**src/rtl/simon_serial_core_p.sv**
```systemverilog
// Bit-serial Simon block cipher core, parametrised over the Simon family.
// Key and block are shifted in LSB first. The round-key file is expanded once
// per loaded key and reused for later encrypt/decrypt operations. The result
// is shifted out LSB first with out_valid framing.
module simon_serial_core_p #(
    parameter int N    = 16,
    parameter int M    = 4,
    parameter int T    = 32,
    parameter int ZSEQ = 0
) (
    input  logic       clk,
    input  logic       rst,
    input  logic       data_in,
    input  logic [1:0] data_rdy,
    input  logic       mode,
    output logic       busy,
    output logic       key_ready,
    output logic       out_valid,
    output logic       cipher_out
);

    localparam int KW = M * N;
    localparam int BW = 2 * N;
    localparam int CW = $clog2(T + 1);
    localparam int OW = $clog2(BW);

    localparam logic [CW-1:0] C_TLAST = CW'(T - 1);
    localparam logic [CW-1:0] C_M     = CW'(M);
    localparam logic [CW-1:0] C_ONE   = CW'(1);
    localparam logic [OW-1:0] C_OLAST = OW'(BW - 1);
    localparam logic [N-1:0]  C_THREE = N'(3);

    // z_j sequences written first-bit-leftmost; reversed so bit i is z[i].
    function automatic logic [61:0] z_rev(input int sel);
        logic [61:0] z;
        logic [61:0] r;
        case (sel)
            1:       z = 62'b10001110111110010011000010110101000111011111001001100001011010;
            2:       z = 62'b10101111011100000011010010011000101000010001111110010110110011;
            3:       z = 62'b11011011101011000110010111100000010010001010011100110100001111;
            4:       z = 62'b11010001111001101011011000100000010111000011001010010011101111;
            default: z = 62'b11111010001001010110000111001101111101000100101011000011100110;
        endcase
        for (int j = 0; j < 62; j++) begin
            r[j] = z[61-j];
        end
        return r;
    endfunction

    localparam logic [61:0] Z_BITS = z_rev(ZSEQ);

    function automatic logic [N-1:0] rol(input logic [N-1:0] a, input int s);
        return (a << s) | (a >> (N - s));
    endfunction

    function automatic logic [N-1:0] ror(input logic [N-1:0] a, input int s);
        return (a >> s) | (a << (N - s));
    endfunction

    function automatic logic [N-1:0] simon_f(input logic [N-1:0] a);
        return (rol(a, 1) & rol(a, 8)) ^ rol(a, 2);
    endfunction

    typedef enum logic [1:0] {
        S_IDLE,
        S_EXPAND,
        S_ROUND,
        S_OUTPUT
    } state_t;

    state_t          r_state;
    logic [KW-1:0]   r_key_sr;
    logic [BW-1:0]   r_blk_sr;
    logic [N-1:0]    r_rk [0:T-1];
    logic [N-1:0]    r_win [0:M-1];   // sliding window rk[i-M..i-1]
    logic [CW-1:0]   r_i;             // expansion step index M..T-1
    logic [5:0]      r_z;             // z sequence bit index, wraps at 62
    logic [CW-1:0]   r_r;             // round index
    logic [OW-1:0]   r_ocnt;          // output bit counter
    logic            r_mode;
    logic            r_busy;
    logic            r_key_ready;
    logic            r_out_valid;
    logic            r_prev11;

    logic            w_start;
    logic            w_zbit;
    logic [N-1:0]    w_tmp_a;
    logic [N-1:0]    w_tmp;
    logic [N-1:0]    w_new_rk;
    logic [N-1:0]    w_x;
    logic [N-1:0]    w_y;
    logic [N-1:0]    w_rk;
    logic [BW-1:0]   w_enc;
    logic [BW-1:0]   w_dec;
    logic            w_round_last;

    // Start fires only on the first cycle of a data_rdy==11 run.
    assign w_start = (data_rdy == 2'b11) && !r_prev11;

    // Key-schedule step; the extra rk[i-3] term only exists for four-word keys.
    generate
        if (M == 4) begin : g_m4
            assign w_tmp_a = ror(r_win[M-1], 3) ^ r_win[1];
        end else begin : g_m23
            assign w_tmp_a = ror(r_win[M-1], 3);
        end
    endgenerate

    assign w_zbit   = Z_BITS[r_z];
    assign w_tmp    = w_tmp_a ^ ror(w_tmp_a, 1);
    assign w_new_rk = ~r_win[0] ^ w_tmp ^ {{(N-1){1'b0}}, w_zbit} ^ C_THREE;

    // One Feistel round in either direction on the block register.
    assign w_x   = r_blk_sr[BW-1:N];
    assign w_y   = r_blk_sr[N-1:0];
    assign w_rk  = r_rk[r_r];
    assign w_enc = {w_y ^ simon_f(w_x) ^ w_rk, w_x};
    assign w_dec = {w_y, w_x ^ simon_f(w_y) ^ w_rk};
    assign w_round_last = r_mode ? (r_r == '0) : (r_r == C_TLAST);

    assign busy       = r_busy;
    assign key_ready  = r_key_ready;
    assign out_valid  = r_out_valid;
    assign cipher_out = r_out_valid & r_blk_sr[0];

    // Control FSM with load shifters, key expansion, rounds and serial output.
    always_ff @(posedge clk or posedge rst) begin
        if (rst) begin
            r_state     <= S_IDLE;
            r_key_sr    <= '0;
            r_blk_sr    <= '0;
            for (int j = 0; j < T; j++) begin
                r_rk[j] <= '0;
            end
            for (int j = 0; j < M; j++) begin
                r_win[j] <= '0;
            end
            r_i         <= '0;
            r_z         <= '0;
            r_r         <= '0;
            r_ocnt      <= '0;
            r_mode      <= 1'b0;
            r_busy      <= 1'b0;
            r_key_ready <= 1'b0;
            r_out_valid <= 1'b0;
            r_prev11    <= 1'b0;
        end else begin
            r_prev11 <= (data_rdy == 2'b11);
            case (r_state)
                S_IDLE: begin
                    if (data_rdy == 2'b01) begin
                        r_key_sr    <= {data_in, r_key_sr[KW-1:1]};
                        r_key_ready <= 1'b0;
                    end else if (data_rdy == 2'b10) begin
                        r_blk_sr <= {data_in, r_blk_sr[BW-1:1]};
                    end else if (w_start) begin
                        r_busy <= 1'b1;
                        r_mode <= mode;
                        r_r    <= mode ? C_TLAST : '0;
                        if (!r_key_ready) begin
                            // Seed the file and window with the raw key words.
                            for (int j = 0; j < M; j++) begin
                                r_rk[j]  <= r_key_sr[j*N +: N];
                                r_win[j] <= r_key_sr[j*N +: N];
                            end
                            r_i     <= C_M;
                            r_z     <= '0;
                            r_state <= S_EXPAND;
                        end else begin
                            r_state <= S_ROUND;
                        end
                    end
                end
                S_EXPAND: begin
                    r_rk[r_i] <= w_new_rk;
                    for (int j = 0; j < M - 1; j++) begin
                        r_win[j] <= r_win[j+1];
                    end
                    r_win[M-1] <= w_new_rk;
                    r_z <= (r_z == 6'd61) ? 6'd0 : r_z + 6'd1;
                    if (r_i == C_TLAST) begin
                        r_key_ready <= 1'b1;
                        r_state     <= S_ROUND;
                    end else begin
                        r_i <= r_i + C_ONE;
                    end
                end
                S_ROUND: begin
                    r_blk_sr <= r_mode ? w_dec : w_enc;
                    r_r      <= r_mode ? r_r - C_ONE : r_r + C_ONE;
                    if (w_round_last) begin
                        r_out_valid <= 1'b1;
                        r_ocnt      <= '0;
                        r_state     <= S_OUTPUT;
                    end
                end
                S_OUTPUT: begin
                    r_blk_sr <= {1'b0, r_blk_sr[BW-1:1]};
                    if (r_ocnt == C_OLAST) begin
                        r_out_valid <= 1'b0;
                        r_busy      <= 1'b0;
                        r_state     <= S_IDLE;
                    end else begin
                        r_ocnt <= r_ocnt + OW'(1);
                    end
                end
                default: r_state <= S_IDLE;
            endcase
        end
    end

endmodule

```
**config.mk**
```make
export PLATFORM = sky130hd
export DESIGN_NAME = simon_serial_core_p
export DESIGN_NICKNAME = d
export VERILOG_FILES = /design/src/rtl/simon_serial_core_p.sv
export SDC_FILE = /design/constraint.sdc
export NUM_CORES = 2
export LEC_CHECK = 0
export ABC_AREA = 1
export BUFFER_PORTS_ARGS = -buffer_cell sky130_fd_sc_hd__buf_2
export CAP_MARGIN = 20
export CELL_PAD_IN_SITES_DETAIL_PLACEMENT = 1
export CELL_PAD_IN_SITES_GLOBAL_PLACEMENT = 1
export CORE_MARGIN = 10
export CORE_UTILIZATION = 44
export DETAILED_ROUTE_END_ITERATION = 10
export HOLD_SLACK_MARGIN = 0.06
export PLACE_DENSITY_LB_ADDON = 0.1
export SLEW_MARGIN = 5
export SYNTH_ARGS = -nofsm -noshare
export SYNTH_HDL_FRONTEND = slang
export SYNTH_SLANG_ARGS = --single-unit
```
**constraint.sdc**
```tcl
create_clock -name clk -period 23.2 [get_ports clk]
set_input_delay 4.64 -clock clk [delete_from_list [all_inputs] [get_ports clk]]
set_output_delay 4.64 -clock clk [all_outputs]
set_load 0.02 [all_outputs]
```
Word level (Yosys, flattened, before mapping)

Memory sizes are Yosys's and may differ from the RTL's.
Index checks and enable logic that the tools add are counted.

Memory bits (read-only): 64
Flip-flop bits (word level): 702
Memories: 1

Bitwise gates (word level): 27
Equal/unequal tests: 21
Muxes and demuxes: 57
Add/sub/neg operators: 5
Reductions and logical operators: 21
$lt $le $gt $ge: 4

Memory list:

| name            | words | bits a word | read ports | clocked after Yosys merged registers in | write ports | line | RTL |
|---|---|---|---|---|---|---|---|
| (no name shown) | 64    | 1           | 1          | 0                                       | 0           | 110  | `assign w_zbit = Z_BITS[r_z];` |

Operator list:

| operator              | number |
|---|---|
| $bwmux W512           | 1 |
| $mux W64              | 4 |
| $pmux W64 S2          | 2 |
| $xor A16 B16 Y16      | 9 |
| $mux W32              | 3 |
| $pmux W32 S3          | 1 |
| $mux W6               | 14 |
| $bmux W16 S5          | 1 |
| $demux W16 S5         | 1 |
| $mux W16              | 3 |
| $pmux W6 S2           | 3 |
| $and A16 B16 Y16      | 2 |
| $or A16 B1 Y16        | 2 |
| $or A16 B2 Y16        | 2 |
| $or A16 B8 Y16        | 2 |
| $ne A2 B2 Y1 const B  | 11 |
| $add A6 B1 Y6 const B | 3 |
| $not A16 Y16          | 1 |
| $or A13 B16 Y16       | 1 |
| $or A15 B16 Y16       | 1 |
| $xor A16 B1 Y16       | 1 |
| $mux W5               | 3 |
| $ge A7 B6 Y1 const B  | 2 |
| $mux W2               | 7 |
| 28 further kinds      | 55 |

Depth between registers and ports, before layout

Depth in word-level cells: 9
Gate-level depth with buffers: 15

Worst setup path before layout

Ideal clock, no wire load.

Path type: input -> register
From: input port data_rdy[1]
To: register r_rk[503] in the netlist's numbering
Slack: 17.110 ns
Data required time: 23.064 ns
Cell stages on the path: 12
Arrival time: 5.954 ns
Path through: inv_1 ha_1 nand2_2 o21ai_1 nor3b_2 nand2_2 inv_2 buf_6 o21ai_2 buf_2 nand2_1 o21ai_0

Cells in the longest elaborated chain, start to end: 4
Elaborated cells between the ends (all ways): 8
Those cells by class: eq/ne: 6; reduce/logical: 2

Ends and longest elaborated chain:

| element                                | line | RTL |
|---|---|---|
| start, declared                        | 14   | `input logic [1:0] data_rdy,` |
| $eq A2 B2 Y1                           | 99   | `assign w_start = (data_rdy == 2'b11) && !r_prev11;` |
| $logic_and A1 B1 Y1                    | 99   |  |
| $ne A2 B2 Y1 (no source line)          | -    |  |
| $reduce_and A5 Y1 (no source line) (*) | -    |  |
| end signal, assigned by index          | 164  | `r_rk[j] <= r_key_sr[j*N +: N];` |
| end signal, assigned by index          | 176  | `r_rk[r_i] <= w_new_rk;` |
| end, declared                          | 74   | `logic [N-1:0] r_rk [0:T-1];` |

Mark *: on every way between the ends. The rest lies on a longest branch, timed or not.
A chain may end at the register's enable or synchronous reset.

Worst setup path after layout

From: input port data_rdy[1]
To: register r_rk[466] in the netlist's numbering

Same word-level chain as after synthesis.

==> flow_summary.json <==
{
  "clk_pin_slew_ps": 50,
  "syn-mean-instance-area_um2": 7.77,
  "syn-cell-area_um2": 34300,
  "grt_pass1_vias": 30400,
  "drive_gt1_frac": 0.0592,
  "syn-num-nets": 4450,
  "dp_hpwl_mm": 68.8,
  "whs_ps": 482,
  "fill_cells": 9459,
  "grt_util_all_layers": 0.253,
  "cp_max_fo": 39,
  "slew_viol_final": 0,
  "synth_seq_cells": 702,
  "cap_violations": 0,
  "synth_top_area_share": 0.512,
  "cp-endpoint": "r_rk[466]$_DFFE_PP0P_",
  "gpl.final_weighted_congestion": 0.824,
  "hp-class": "flop to flop",
  "synth.most_common_cell": "nand2_1",
  "drt-initial-drc-count": 2144,
  "p_clk_frac": 0.214,
  "postRouteAntennaNets": 0,
  "p_comb_frac": 0.478,
  "clk_path_buf_depth": 3,
  "yosysTopAreaCell": "dfrtp_1",
  "grt_pass1_wl_mm": 181,
  "fmax_ghz": 0.142,
  "first_pass_iters": 5,
  "drt-wirelength-per-cell_um": 21.5,
  "viasPerCell": 5.55,
  "routed_wl_mm": 115,
  "tightest_slew_ps": 1150,
  "p_leak_nw": 17.1,
  "seqPwrFrac": 0.308,
  "drc": 0,
  "clock-sinks": 702,
  "r2r_slack_ps": 19200,
  "dieArea_um2": 89600,
  "cp.arrival_ps": 7600,
  "ys_top_cells_by_count": "1523 x nand2_1, 702 x dfrtp_1, 642 x o21ai_0",
  "num_vias": 29600,
  "cts-buffers-inserted": 81,
  "root_buffer": "clkbuf_16",
  "setup.worst_path.start": "data_rdy[1]",
  "sw_frac_of_total": 0.494,
  "finalCriticalPeriod_ps": 7050,
  "syn2layout_area_growth_pct": 9.80,
  "ctsHoldBuffers": 0,
  "async_flop_share": 1.00,
  "fin_skew_ps": 27.7,
  "cts_tree": "yes",
  "setup_viol": 0,
  "die_h_um": 299,
  "core_region_area_um2": 77500,
  "rows": 102,
  "cp-end-kind": "flop",
  "synth_cell_types": 43,
  "outcome": "finished clean",
  "ys.flop_type": "dfrtp_1",
  "timing.setup.tns_ps": 0,
  "ioPinCount": 10,
  "yosysWarnings": 0,
  "cts_resized": 0,
  "vdd.ir_drop.worst_mv": 0.101,
  "synth_edf_count": 0,
  "cp-start-kind": "input pin",
  "grt_max_degree": 158,
  "fp.dieW_um": 299,
  "syn_inst": 4421,
  "reg2reg_depth": 11,
  "p_per_area_nw_per_um2": 156,
  "reg2reg_to": "r_blk_sr[17]$_DFFE_PP0P_",
  "cts_setup_buffers": 0,
  "period_share": 0.304,
  "path_class": "input pin to flop",
  "max_slew_margin": 0.234,
  "crit_required_ps": 23750,
  "nNetsFinal": 4265,
  "ys_seq_area_frac": 0.512,
  "internal_power_mw": 2.97,
  "regToRegStartpoint": "r_r[1]$_DFFE_PP0P_",
  "p_switching_mw": 2.91,
  "io_buffers": 9,
  "yosys-top-cells-area": "dfrtp_1 51%, nand2_1 17%, o21ai_0 9.4%",
  "rsz0062_at_grt": "false",
  "finalHoldViolCount": 0,
  "grt_overflow_total": 0,
  "htreeDepth": 3,
  "clk_latency_ps": 650,
  "antenna_found_initial": 1,
  "initial_core_util": 0.443
}
==> registers in the layout, indices dropped and copies added (netlist names) <==
signal / cells
r_prev11: 1
r_ocnt: 5
busy: 1
r_win: 64
r_key_sr: 64
key_ready: 1
r_i: 6
r_state: 2
r_mode: 1
r_r: 6
r_rk: 512
out_valid: 1
r_z: 6
r_blk_sr: 32
==> kinds of logic after synthesis <==
family,synth area share
compound gates,0.130
xor+xnor,0.0275
simple gates,0.264
buf+inv,0.0579
flops,0.512
fa+ha+maj,0.00860
==> worst min-delay path by stage <==
stage,from,end,slack [ps],depth (start not counted)
after floorplan,r_win[16]$_DFFE_PP0P_,r_win[16]$_DFFE_PP0P_,450,2
after global placement,r_rk[202]$_DFFE_PP0P_,r_rk[202]$_DFFE_PP0P_,460,2
after detailed placement,r_rk[453]$_DFFE_PP0P_,r_rk[453]$_DFFE_PP0P_,470,2
after CTS,r_key_sr[29]$_DFFE_PP0P_,r_key_sr[29]$_DFFE_PP0P_,490,2
after global routing,r_rk[47]$_DFFE_PP0P_,r_rk[47]$_DFFE_PP0P_,500,2
final,r_key_sr[29]$_DFFE_PP0P_,r_key_sr[29]$_DFFE_PP0P_,480,2
==> per-stage QoR <==
| stage | worst slack [ps] | utilization | cell area (µm²) | power [mW] | instances |
|---|---|---|---|---|---|
| after floorplan | 8950 | - | 34300 | 3.56 | 4421 |
| after global placement | 15700 | 0.449 | 34800 | 4.53 | 5179 |
| after detailed placement | 15510 | 0.450 | 34800 | 4.61 | 5180 |
| after CTS | 16180 | 0.483 | 37400 | 5.89 | 5320 |
| after global routing | 15890 | 0.487 | 37700 | 6.28 | 5333 |
| final | 16150 | 0.487 | 37700 | 5.88 | 5337 |
==> power by group through the flow <==
stage	Combinational, mW	Sequential (mW)	Clock, mW
6_report	2.81	1.81	1.26
5_1_grt	3.10	1.85	1.33
4_1_cts	2.80	1.81	1.28
3_5_place_dp	2.79	1.82	0
3_3_place_gp	2.72	1.82	0
2_1_floorplan	1.89	1.67	0
==> metal layers <==
metal  wire length, µm  up-vias  GRT usage
met3              4800      146     0.0287
li1                  -    14000          -
met2             54600      567      0.419
met5                 0        -          0
met1             52900    14900      0.351
met4              2510        0     0.0650
==> critical path: stages <==
cell and delay, ps:
buf_2 110, inv_1 50, ha_1 210, nand2_4 170, o21ai_1 120, nor3b_2 190, nand2_2 260, inv_2 380
buf_4 510, o21ai_1 160, buf_4 250, inv_1 280, nor2_1 80, a31oi_1 150
==> placed cells by master, fill, tap and decap left out, types with 5 or more instances in the layout <==
master / netlist / layout
nand2_1: 1523 / 1519
dfrtp_1: 702 / 699
o21ai_0: 642 / 642
nand3_1: 467 / 467
nor2_1: 187 / 186
a21oi_1: 183 / 183
inv_1: 126 / 122
clkbuf_16: 0 / 83
xor2_1: 74 / 72
buf_4: 5 / 57
xnor2_1: 34 / 28
ha_1: 22 / 21
clkbuf_1: 236 / 19
clkinv_2: 0 / 18
a31oi_1: 15 / 15
clkbuf_8: 0 / 13
o21ai_1: 12 / 12
nor3_1: 10 / 10
buf_16: 0 / 10
inv_2: 8 / 9
buf_2: 87 / 9
nand2_2: 4 / 7
nand4_1: 7 / 7
nor3_2: 6 / 6
xnor2_2: 0 / 6
or2_0: 6 / 6
o21a_1: 6 / 6
a22oi_1: 5 / 5
==> cell type report <==
class | instances | area (µm²) | area share
Antenna cell | 4 | 10.0 | 0.000265
Clock buffer | 115 | 2330 | 0.0617
Clock inverter | 25 | 216 | 0.00574
Inverter | 138 | 534 | 0.0142
Multi-Input combinational cell | 3230 | 14900 | 0.395
Sequential cell | 702 | 17600 | 0.466
Tap cell | 1040 | 1300 | 0.0345
Timing Repair Buffer | 83 | 865 | 0.0229
Note: power is estimated with default switching activity, not from simulation.
